==> src/rtl/imsic_msi_tx.sv <==
// IMSIC MSI transmitter: decodes seteipnum writes, queues them and replays each as a
// timed one-hot valid pulse with a stable setipnum. Optional macro: IMSIC_MSI_TX_SETEIPNUM_BE_EN.
module imsic_msi_tx #(
   parameter int NR_INTP_FILES = 7,
   parameter int NR_HARTS      = 4,
   parameter int NR_SRC        = 32,
   parameter int FIFO_DEPTH    = 4,
   parameter int HOLD_CYCLES   = 4,
   parameter int GAP_CYCLES    = 4,
   parameter int ADDR_WIDTH    = 32,
   localparam int NR_SRC_WIDTH   = $clog2(NR_SRC),
   localparam int NR_TOTAL_INTFS = NR_HARTS * NR_INTP_FILES,
   localparam int PAGE_W         = $clog2(NR_TOTAL_INTFS)
) (
   input  logic                      clk,
   input  logic                      rstn,
   input  logic                      i_wr_vld,
   output logic                      o_wr_rdy,
   input  logic [ADDR_WIDTH-1:0]     i_wr_addr,
   input  logic [31:0]               i_wr_data,
   output logic [NR_SRC_WIDTH-1:0]   o_setipnum,
   output logic [NR_TOTAL_INTFS-1:0] o_setipnum_vld,
   output logic                      o_busy,
   output logic [7:0]                o_drop_cnt
);

   localparam int PTR_W     = $clog2(FIFO_DEPTH);
   localparam int ENTRY_W   = PAGE_W + NR_SRC_WIDTH;
   localparam int PAGE_HI_W = ADDR_WIDTH - 12;
   localparam int CNT_MAX   = (HOLD_CYCLES > GAP_CYCLES) ? HOLD_CYCLES : GAP_CYCLES;
   localparam int CNT_W     = $clog2(CNT_MAX + 1);

   localparam logic [PAGE_HI_W-1:0] PAGE_LIMIT = PAGE_HI_W'(NR_TOTAL_INTFS);
   localparam logic [PTR_W:0]       DEPTH_V    = (PTR_W + 1)'(FIFO_DEPTH);
   localparam logic [CNT_W-1:0]     HOLD_LOAD  = CNT_W'(HOLD_CYCLES - 1);
   localparam logic [CNT_W-1:0]     GAP_LOAD   = CNT_W'(GAP_CYCLES - 1);

   typedef enum logic [1:0] {IDLE, SETUP, ASSERT, GAP} state_t;

   state_t                  state, next_state;
   logic [PAGE_HI_W-1:0]    wr_page;
   logic [11:0]             wr_offset;
   logic [31:0]             eff_data;
   logic                    offset_ok, wr_legal, accept, push, pop;
   logic                    fifo_full, fifo_empty;
   logic [ENTRY_W-1:0]      fifo_mem [FIFO_DEPTH];
   logic [PTR_W-1:0]        wr_ptr, rd_ptr;
   logic [PTR_W:0]          fifo_cnt;
   logic [PAGE_W-1:0]       file_q;
   logic [CNT_W-1:0]        phase_cnt;

   assign wr_page   = i_wr_addr[ADDR_WIDTH-1:12];
   assign wr_offset = i_wr_addr[11:0];

   // The big-endian alias carries a byte-swapped identity; swap before range checking.
   always_comb begin
      eff_data  = i_wr_data;
      offset_ok = (wr_offset == 12'h000);
`ifdef IMSIC_MSI_TX_SETEIPNUM_BE_EN
      if (wr_offset == 12'h004) begin
         offset_ok = 1'b1;
         eff_data  = {i_wr_data[7:0], i_wr_data[15:8], i_wr_data[23:16], i_wr_data[31:24]};
      end
`endif
   end

   assign wr_legal   = offset_ok && (wr_page < PAGE_LIMIT) &&
                       ((eff_data >> NR_SRC_WIDTH) == 32'd0) && (eff_data != 32'd0);
   assign fifo_full  = (fifo_cnt == DEPTH_V);
   assign fifo_empty = (fifo_cnt == '0);
   assign o_wr_rdy   = ~fifo_full;
   assign accept     = i_wr_vld & ~fifo_full;
   assign push       = accept & wr_legal;
   assign o_busy     = (state != IDLE) | ~fifo_empty;

   always_ff @(posedge clk) begin
      if (push) fifo_mem[wr_ptr] <= {wr_page[PAGE_W-1:0], eff_data[NR_SRC_WIDTH-1:0]};
   end

   always_ff @(posedge clk or negedge rstn) begin
      if (!rstn) begin
         wr_ptr   <= '0;
         rd_ptr   <= '0;
         fifo_cnt <= '0;
      end else begin
         if (push) wr_ptr <= wr_ptr + 1'b1;
         if (pop)  rd_ptr <= rd_ptr + 1'b1;
         if (push && !pop)      fifo_cnt <= fifo_cnt + 1'b1;
         else if (!push && pop) fifo_cnt <= fifo_cnt - 1'b1;
      end
   end

   always_ff @(posedge clk or negedge rstn) begin
      if (!rstn) begin
         o_drop_cnt <= '0;
      end else if (accept && !wr_legal && o_drop_cnt != 8'hFF) begin
         o_drop_cnt <= o_drop_cnt + 8'd1;
      end
   end

   always_ff @(posedge clk or negedge rstn) begin
      if (!rstn) begin
         state      <= IDLE;
         o_setipnum <= '0;
         file_q     <= '0;
         phase_cnt  <= '0;
      end else begin
         state <= next_state;
         if (pop) {file_q, o_setipnum} <= fifo_mem[rd_ptr];
         if (state == SETUP)                        phase_cnt <= HOLD_LOAD;
         else if (state == ASSERT && phase_cnt == '0) phase_cnt <= GAP_LOAD;
         else if (phase_cnt != '0)                    phase_cnt <= phase_cnt - 1'b1;
      end
   end

   // Valid is decoded from registered state so an async reset clears it at once.
   always_comb begin
      next_state     = state;
      pop            = 1'b0;
      o_setipnum_vld = '0;
      case (state)
         IDLE: begin
            if (!fifo_empty) begin
               pop        = 1'b1;
               next_state = SETUP;
            end
         end
         SETUP:  next_state = ASSERT;
         ASSERT: begin
            o_setipnum_vld = NR_TOTAL_INTFS'(1) << file_q;
            if (phase_cnt == '0) next_state = GAP;
         end
         GAP:    if (phase_cnt == '0) next_state = IDLE;
         default: next_state = IDLE;
      endcase
   end

endmodule
==> config.mk <==
export PLATFORM = sky130hd
export DESIGN_NAME = imsic_msi_tx
export DESIGN_NICKNAME = d
export VERILOG_FILES = /design/src/rtl/imsic_msi_tx.sv
export SDC_FILE = /design/constraint.sdc
export NUM_CORES = 1
export LEC_CHECK = 0
export BUFFER_PORTS_ARGS = -buffer_cell sky130_fd_sc_hd__buf_2
export CELL_PAD_IN_SITES_DETAIL_PLACEMENT = 0
export CELL_PAD_IN_SITES_GLOBAL_PLACEMENT = 1
export CORE_MARGIN = 1.5
export CORE_UTILIZATION = 40
export CTS_BUF_LIST = sky130_fd_sc_hd__clkbuf_8
export DETAILED_ROUTE_END_ITERATION = 6
export GPL_TIMING_DRIVEN = 0
export PLACE_DENSITY = 0.76
export SLEW_MARGIN = 5
export SYNTH_ARGS = -nofsm -noshare
export SYNTH_HDL_FRONTEND = slang
export SYNTH_SLANG_ARGS = --single-unit
==> constraint.sdc <==
create_clock -name clk -period 4.2 [get_ports clk]
set_input_delay 0 -clock clk [delete_from_list [all_inputs] [get_ports clk]]
set_output_delay 0 -clock clk [all_outputs]
set_load 0.02 [all_outputs]
==> results.sh, run 1 <==
export IMPL_drt_iter0_markers=159
export IMPL_grt_usage_pct=16.5
export IMPL_drc=0
export IMPL_cp_slowest_cell="o31ai_1"
export IMPL_intPower_mw=1.26
export IMPL_min_path_cells=5
export IMPL_synth_top_family_by_area="simple AND/OR/NAND/NOR gates"
export IMPL_final_area_um2=4330
export IMPL_p_switching_uw=431
export IMPL_cts_tree="built"
export IMPL_min_period_ps=2550
export IMPL_p_seq_share_pct=48.3
export IMPL_ys_types=39
export IMPL_ant_nets=0
export IMPL_layout_common_cells="buf_2 (111), edfxtp_1 (40), nor2_1 (37), dfrtp_1 (30), mux2_2 (13)"
export IMPL_layout_commonest_cell="buf_2"
export IMPL_synth_edf_count=40
export IMPL_antenna_found_initial=0
export IMPL_synth_compound_area_share_pct=3.56
export IMPL_p_leak_nw=1.90
export IMPL_grt_pass1_wl_um=10900
export IMPL_syn_nets=325
export IMPL_timing_fmax_mhz=392
export IMPL_hold_viol=0
export IMPL_power_frac_comb_pct=12.7
export IMPL_crit_required_ps=4480
export IMPL_slew_viol_final=0
export IMPL_yosys_register_bits=70
export IMPL_die_h_um=93.8
export IMPL_finClkSkew_ps=10.8
export IMPL_gp_congestion=0.749
export IMPL_regArea_um2=1950
export IMPL_ys_async_sr_fraction_pct=42.9
export IMPL_rrSetupSlack_ps=1650
export IMPL_multi_input_area_um2=1270
export IMPL_cts_buffer_depth=2
export IMPL_synth_flop_cell="edfxtp_1"
export IMPL_root_buffer="clkbuf_8"
export IMPL_path_class="reg -> reg"
export IMPL_syn_to_final_growth_pct=31.1
export IMPL_num_fill_cells=669
export IMPL_clockPowerShare_pct=39.0
export IMPL_reg2reg_depth=8
export IMPL_num_rows=32
export IMPL_num_antenna_cells=0
export IMPL_routed_via_density=4.96
export IMPL_dp_hpwl_um=4960
export IMPL_slew_headroom_pct=53.1
export IMPL_hp_class="in -> reg"
export IMPL_critical_path_top_delay_family="adder cells"
export IMPL_overflow=0
export IMPL_cts_sink_count=70
export IMPL_clock_latency_ps=350
export IMPL_cp_common_cell="xor2_1"
export IMPL_finalSetupViolations=0
export IMPL_vias=2398
export IMPL_arrival_ps=2830
export IMPL_timing_final_ws_setup_ps=1650
export IMPL_synth_fa_ha_area_share_pct=5.16
export IMPL_syn_inst=245
export IMPL_cp_max_fo=10
export IMPL_drv_cap=0
export IMPL_final_cells=483
export IMPL_critPathLaunchType="register"
export IMPL_portBuffers=109
export IMPL_powerDensity_nw_per_um2=390
export IMPL_power_mw=1.69
export IMPL_fin_hold_ws_ps=208
export IMPL_rsz0062_at_grt="false"
export IMPL_grt_max_degree=31
export IMPL_vdd_drop_max_mv=0.181
export IMPL_first_pass_iters=4
export IMPL_rr_startpoint="fifo_cnt[0]$_DFFE_PN0P_"
export IMPL_end_kind="register"
export IMPL_placed_cells=456
export IMPL_outcome="finished, final reports clean"
export IMPL_synthMuxAreaShare_pct=12.0
export IMPL_post_route_util_pct=55.1
export IMPL_hold_end="o_drop_cnt[6]$_DFFE_PN0P_"
export IMPL_htree_levels=3
export IMPL_core_area_um2=7850
export IMPL_post_cts_resized=0
export IMPL_synth_xor_area_share_pct=3.45
export IMPL_fin_tns_setup_ps=0
export IMPL_syn_area_um2=3300
export IMPL_crit_chain="o31ai_1 -> buf_2 -> ha_1 -> inv_1 -> fa_1 -> xor2_1 -> nor2_1 -> xor2_1"
export IMPL_avgSynthCellArea_um2=13.5
export IMPL_switching_share_pct=25.5
export IMPL_cpPeakStageDelay_ps=570
export IMPL_clk_pin_slew_ps=80
export IMPL_pre_cts_ws_ps=1570
export IMPL_yosysSeqAreaShare_pct=59.1
export IMPL_cts_buffers=9
export IMPL_io_pins=110
export IMPL_nets=456
export IMPL_wl_um=6780
export IMPL_dieArea_um2=8810
export IMPL_period_share_pct=60.7
export IMPL_wl_per_cell_um=14.0
export IMPL_max_slew_worst_pin_slew_ps=703
export IMPL_yosysWarnings=0
export IMPL_critical_path_buf_inv_count=2
export IMPL_start_util_pct=42.1
export IMPL_r2r_end="fifo_cnt[2]$_DFFE_PN0P_"
export IMPL_placed_area_um2=3970
export IMPL_die_w_um=93.8
export IMPL_grt_pass1_vias=2326
export IMPL_min_delay_start="i_wr_vld"
export IMPL_drive_above_1_share_pct=42.3
export IMPL_synth_simple_gate_area_share_pct=14.4
[Yosys cell counts, types with 4 or more instances]
cell type | instances | area [µm²]
nand3_1 | 7 | 35.0
a211oi_1 | 6 | 45.0
mux4_2 | 10 | 225
and2_2 | 4 | 30.0
nor4_1 | 12 | 75.1
nor2_1 | 37 | 139
a21oi_1 | 5 | 25.0
mux2_2 | 13 | 146
xor2_1 | 10 | 87.6
dfrtp_1 | 30 | 751
edfxtp_1 | 40 | 1200
ha_1 | 12 | 150
inv_1 | 11 | 41.3
nand2_1 | 9 | 33.8
[final cells by class]
| type | count | area share (%) |
|---|---|---|
| multi-input cells | 158 | 29.5 |
| repair buffers | 120 | 15.1 |
| clock buffers | 9 | 2.86 |
| clock inverters | 7 | 2.78 |
| plain buffers | 6 | 0.752 |
| flip-flops and latches | 70 | 45.1 |
| well taps | 102 | 2.95 |
| inverters | 11 | 0.954 |
[per-layer routing]
layer / routed length [µm] / up-vias / global-route usage [%] / part of all wire, %
met5: 0 / - / 0 / 0
met4: 86 / 0 / 5.22 / 1.3
met3: 466 / 9 / 4.29 / 6.9
met2: 3430 / 102 / 29.4 / 51
met1: 2800 / 1125 / 19.2 / 41
li1: - / 1162 / - / -
[what timing repair did]
action	in CTS	in global routing
buffers inserted	0	0
hold buffers	11	0
hold endpoints to repair	70	0
[worst reg2reg max path, cell delays in order, from the launching register on]
cell,delay (ps)
dfrtp_1,450
o31ai_1,570
buf_2,390
ha_1,240
inv_1,60
fa_1,370
xor2_1,150
nor2_1,120
xor2_1,150
[power groups by stage]
stage	Clock (mW)	Sequential (mW)	Combinational [mW]
after floorplan	0	0.871	0.0639
after global placement	0	0.831	0.207
after detailed placement	0	0.831	0.210
after CTS	0.668	0.816	0.218
after global routing	0.695	0.823	0.235
final	0.659	0.815	0.215
[flip-flops by register name (all words and copies together) (netlist names)]
signal and count:
fifo_cnt 3, rd_ptr 2, wr_ptr 2, file_q 5
phase_cnt 3, fifo_mem 40, o_drop_cnt 8, state 2
o_setipnum 5
[cell families after synthesis]
| family | after synthesis |
|---|---|
| simple gates | 92 |
| flops | 70 |
| mux | 25 |
| fa+ha+maj | 13 |
| buf+inv | 17 |
| compound gates | 15 |
| xor+xnor | 13 |
[worst max-delay path by stage]
stage,slack (ps),end,cells after the start,startpoint
after floorplan,1940,fifo_cnt[1]$_DFFE_PN0P_,9,fifo_cnt[0]$_DFFE_PN0P_
after global placement,1600,fifo_cnt[2]$_DFFE_PN0P_,8,fifo_cnt[0]$_DFFE_PN0P_
after detailed placement,1570,fifo_cnt[2]$_DFFE_PN0P_,8,fifo_cnt[0]$_DFFE_PN0P_
after CTS,1570,fifo_cnt[2]$_DFFE_PN0P_,8,fifo_cnt[0]$_DFFE_PN0P_
after global routing,1400,fifo_cnt[2]$_DFFE_PN0P_,8,fifo_cnt[0]$_DFFE_PN0P_
final,1650,fifo_cnt[2]$_DFFE_PN0P_,8,fifo_cnt[0]$_DFFE_PN0P_
No activity file was read; power rests on OpenSTA's default activity.
==> inputs of run 2 (changes only) <==
Clock period 4.2 ns to 2.46 ns, I/O delays scaled along.
==> run 2 against run 1 <==
Effect of this change: clock skew hardly changed; combinational power is 72% higher; worst setup slack worse by 1500 ps; non-clock buffer count is 2 higher; utilization is 0.61 points higher; critical path type is now in -> reg; critical path depth is 3 higher.
==> results.sh, run 2 (synthesis results as in run 1) <==
export IMPL_outcome="finished, final reports clean"
export IMPL_powerDensity_nw_per_um2=659
export IMPL_finClkSkew_ps=10.4
export IMPL_cp_startpoint="i_wr_data[4]"
export IMPL_pre_cts_ws_ps=-172
export IMPL_final_cells=485
export IMPL_dieArea_um2=8810
export IMPL_drt_iter0_markers=149
export IMPL_fin_hold_ws_ps=214
export IMPL_min_period_ps=2330
export IMPL_syn_to_final_growth_pct=32.6
export IMPL_ant_nets=0
export IMPL_clock_latency_ps=350
export IMPL_gp_congestion=0.749
export IMPL_grt_pass1_wl_um=10800
export IMPL_timing_final_ws_setup_ps=133
export IMPL_die_h_um=93.8
export IMPL_portBuffers=109
export IMPL_critPathLaunchType="primary input"
export IMPL_layout_commonest_cell="buf_2"
export IMPL_layout_common_cells="buf_2 (110), edfxtp_1 (40), nor2_1 (36), dfrtp_1 (28), mux2_2 (13)"
export IMPL_rrSetupSlack_ps=210
export IMPL_rr_startpoint="fifo_cnt[2]$_DFFE_PN0P_"
export IMPL_dp_hpwl_um=4960
export IMPL_grt_usage_pct=16.3
export IMPL_slew_headroom_pct=52.6
export IMPL_clk_pin_slew_ps=80
export IMPL_period_share_pct=94.6
export IMPL_crit_end="fifo_cnt[1]$_DFFE_PN0P_"
export IMPL_cp_max_fo=7
export IMPL_path_class="in -> reg"
export IMPL_hp_class="in -> reg"
export IMPL_wl_um=6740
export IMPL_grt_pass1_vias=2312
export IMPL_start_util_pct=42.1
export IMPL_r2r_end="fifo_cnt[2]$_DFFE_PN0P_"
export IMPL_drc=0
export IMPL_core_area_um2=7850
export IMPL_power_mw=2.88
export IMPL_num_rows=32
export IMPL_grt_max_degree=31
export IMPL_io_pins=110
export IMPL_crit_required_ps=2700
export IMPL_nets=458
export IMPL_reg2reg_depth=11
export IMPL_finalSetupViolations=0
export IMPL_overflow=0
export IMPL_rsz0062_at_grt="false"
export IMPL_cts_buffers=9
export IMPL_vdd_drop_max_mv=0.310
export IMPL_hold_viol=0
export IMPL_top_regs="fifo_mem (40), o_drop_cnt (8)"
export IMPL_arrival_ps=2570
export IMPL_die_w_um=93.8
export IMPL_cts_buffer_depth=2
export IMPL_placed_area_um2=3970
export IMPL_first_pass_iters=4
export IMPL_largest_reg_flops=40
export IMPL_slew_viol_final=0
export IMPL_root_buffer="clkbuf_8"
export IMPL_routed_via_density=4.97
export IMPL_htree_levels=3
export IMPL_max_slew_worst_pin_slew_ps=711
export IMPL_drive_above_1_share_pct=44.4
export IMPL_drv_cap=0
export IMPL_num_antenna_cells=0
export IMPL_vias=2410
export IMPL_placed_cells=456
export IMPL_end_kind="register"
export IMPL_final_area_um2=4380
export IMPL_largest_register="fifo_mem"
export IMPL_p_leak_nw=1.91
export IMPL_antenna_found_initial=0
export IMPL_wl_per_cell_um=13.9
export IMPL_cts_sink_count=70
export IMPL_cts_tree="built"
export IMPL_timing_fmax_mhz=430
[run 2: cell count changes in the layout (fill, tap and decap cells not counted), sizes merged]
cell	before	now
buf	112	114
[run 2: area by class of cell]
type	instances	area [µm²]
Fill cell	661	3470
Sequential cell	70	1950
Clock inverter	7	120
Inverter	11	41.3
Timing Repair Buffer	122	671
Clock buffer	9	124
Buffer	6	35.0
Tap cell	102	128
Multi-Input combinational cell	158	1300
[run 2: through the flow]
| stage | TNS, ps | utilization [%] |
|---|---|---|
| finish | 0 | 55.8 |
| detailed placement | -289 | 50.6 |
| global placement | -231 | 50.6 |
| global route | 0 | 55.8 |
| CTS | 0 | 55.2 |
| floorplan | 0 | - |
[run 2: worst min-delay path by stage]
stage / start / to / slack, ps / cells after the start
finish: i_wr_vld / o_drop_cnt[6]$_DFFE_PN0P_ / 210 / 5
global route: i_wr_vld / o_drop_cnt[4]$_DFFE_PN0P_ / 260 / 5
CTS: i_wr_vld / o_drop_cnt[6]$_DFFE_PN0P_ / 200 / 5
detailed placement: rstn / phase_cnt[2]$_DFFE_PN0P_ / 100 / 1
global placement: rstn / phase_cnt[2]$_DFFE_PN0P_ / 90 / 1
floorplan: rstn / fifo_cnt[0]$_DFFE_PN0P_ / -300 / 0
[run 2: report_power, final]
part           switching (mW)  internal [mW]  leakage, nW
registers              0.0818           1.31        0.708
clock network           0.447          0.676        0.121
logic                   0.207          0.162         1.08
total                   0.735           2.15         1.91
[run 2: repair_timing]
action,in CTS,in global routing
hold endpoints to repair,70,0
hold buffers,11,0
pin swaps,0,3
endpoints found under the setup margin,2,2
setup buffers,0,2
gates resized for setup,1,9
[run 2: worst max-delay path, cell delays in order]
cell and delay [ps]:
dlygate4sd3_1 530, buf_2 140, or4_4 420, nor2_2 180, nor2_1 50, and4bb_1 200, buf_6 130, ha_2 190
inv_1 60, fa_1 390, mux2_2 260
[run 2: routing by layer]
layer	share of wire (%)	vias up	track usage (%)
li1	-	1166	-
met3	6.8	9	4.29
met1	42	1137	19.1
met5	0	-	0
met4	1.3	0	5.22
met2	50	98	29.0
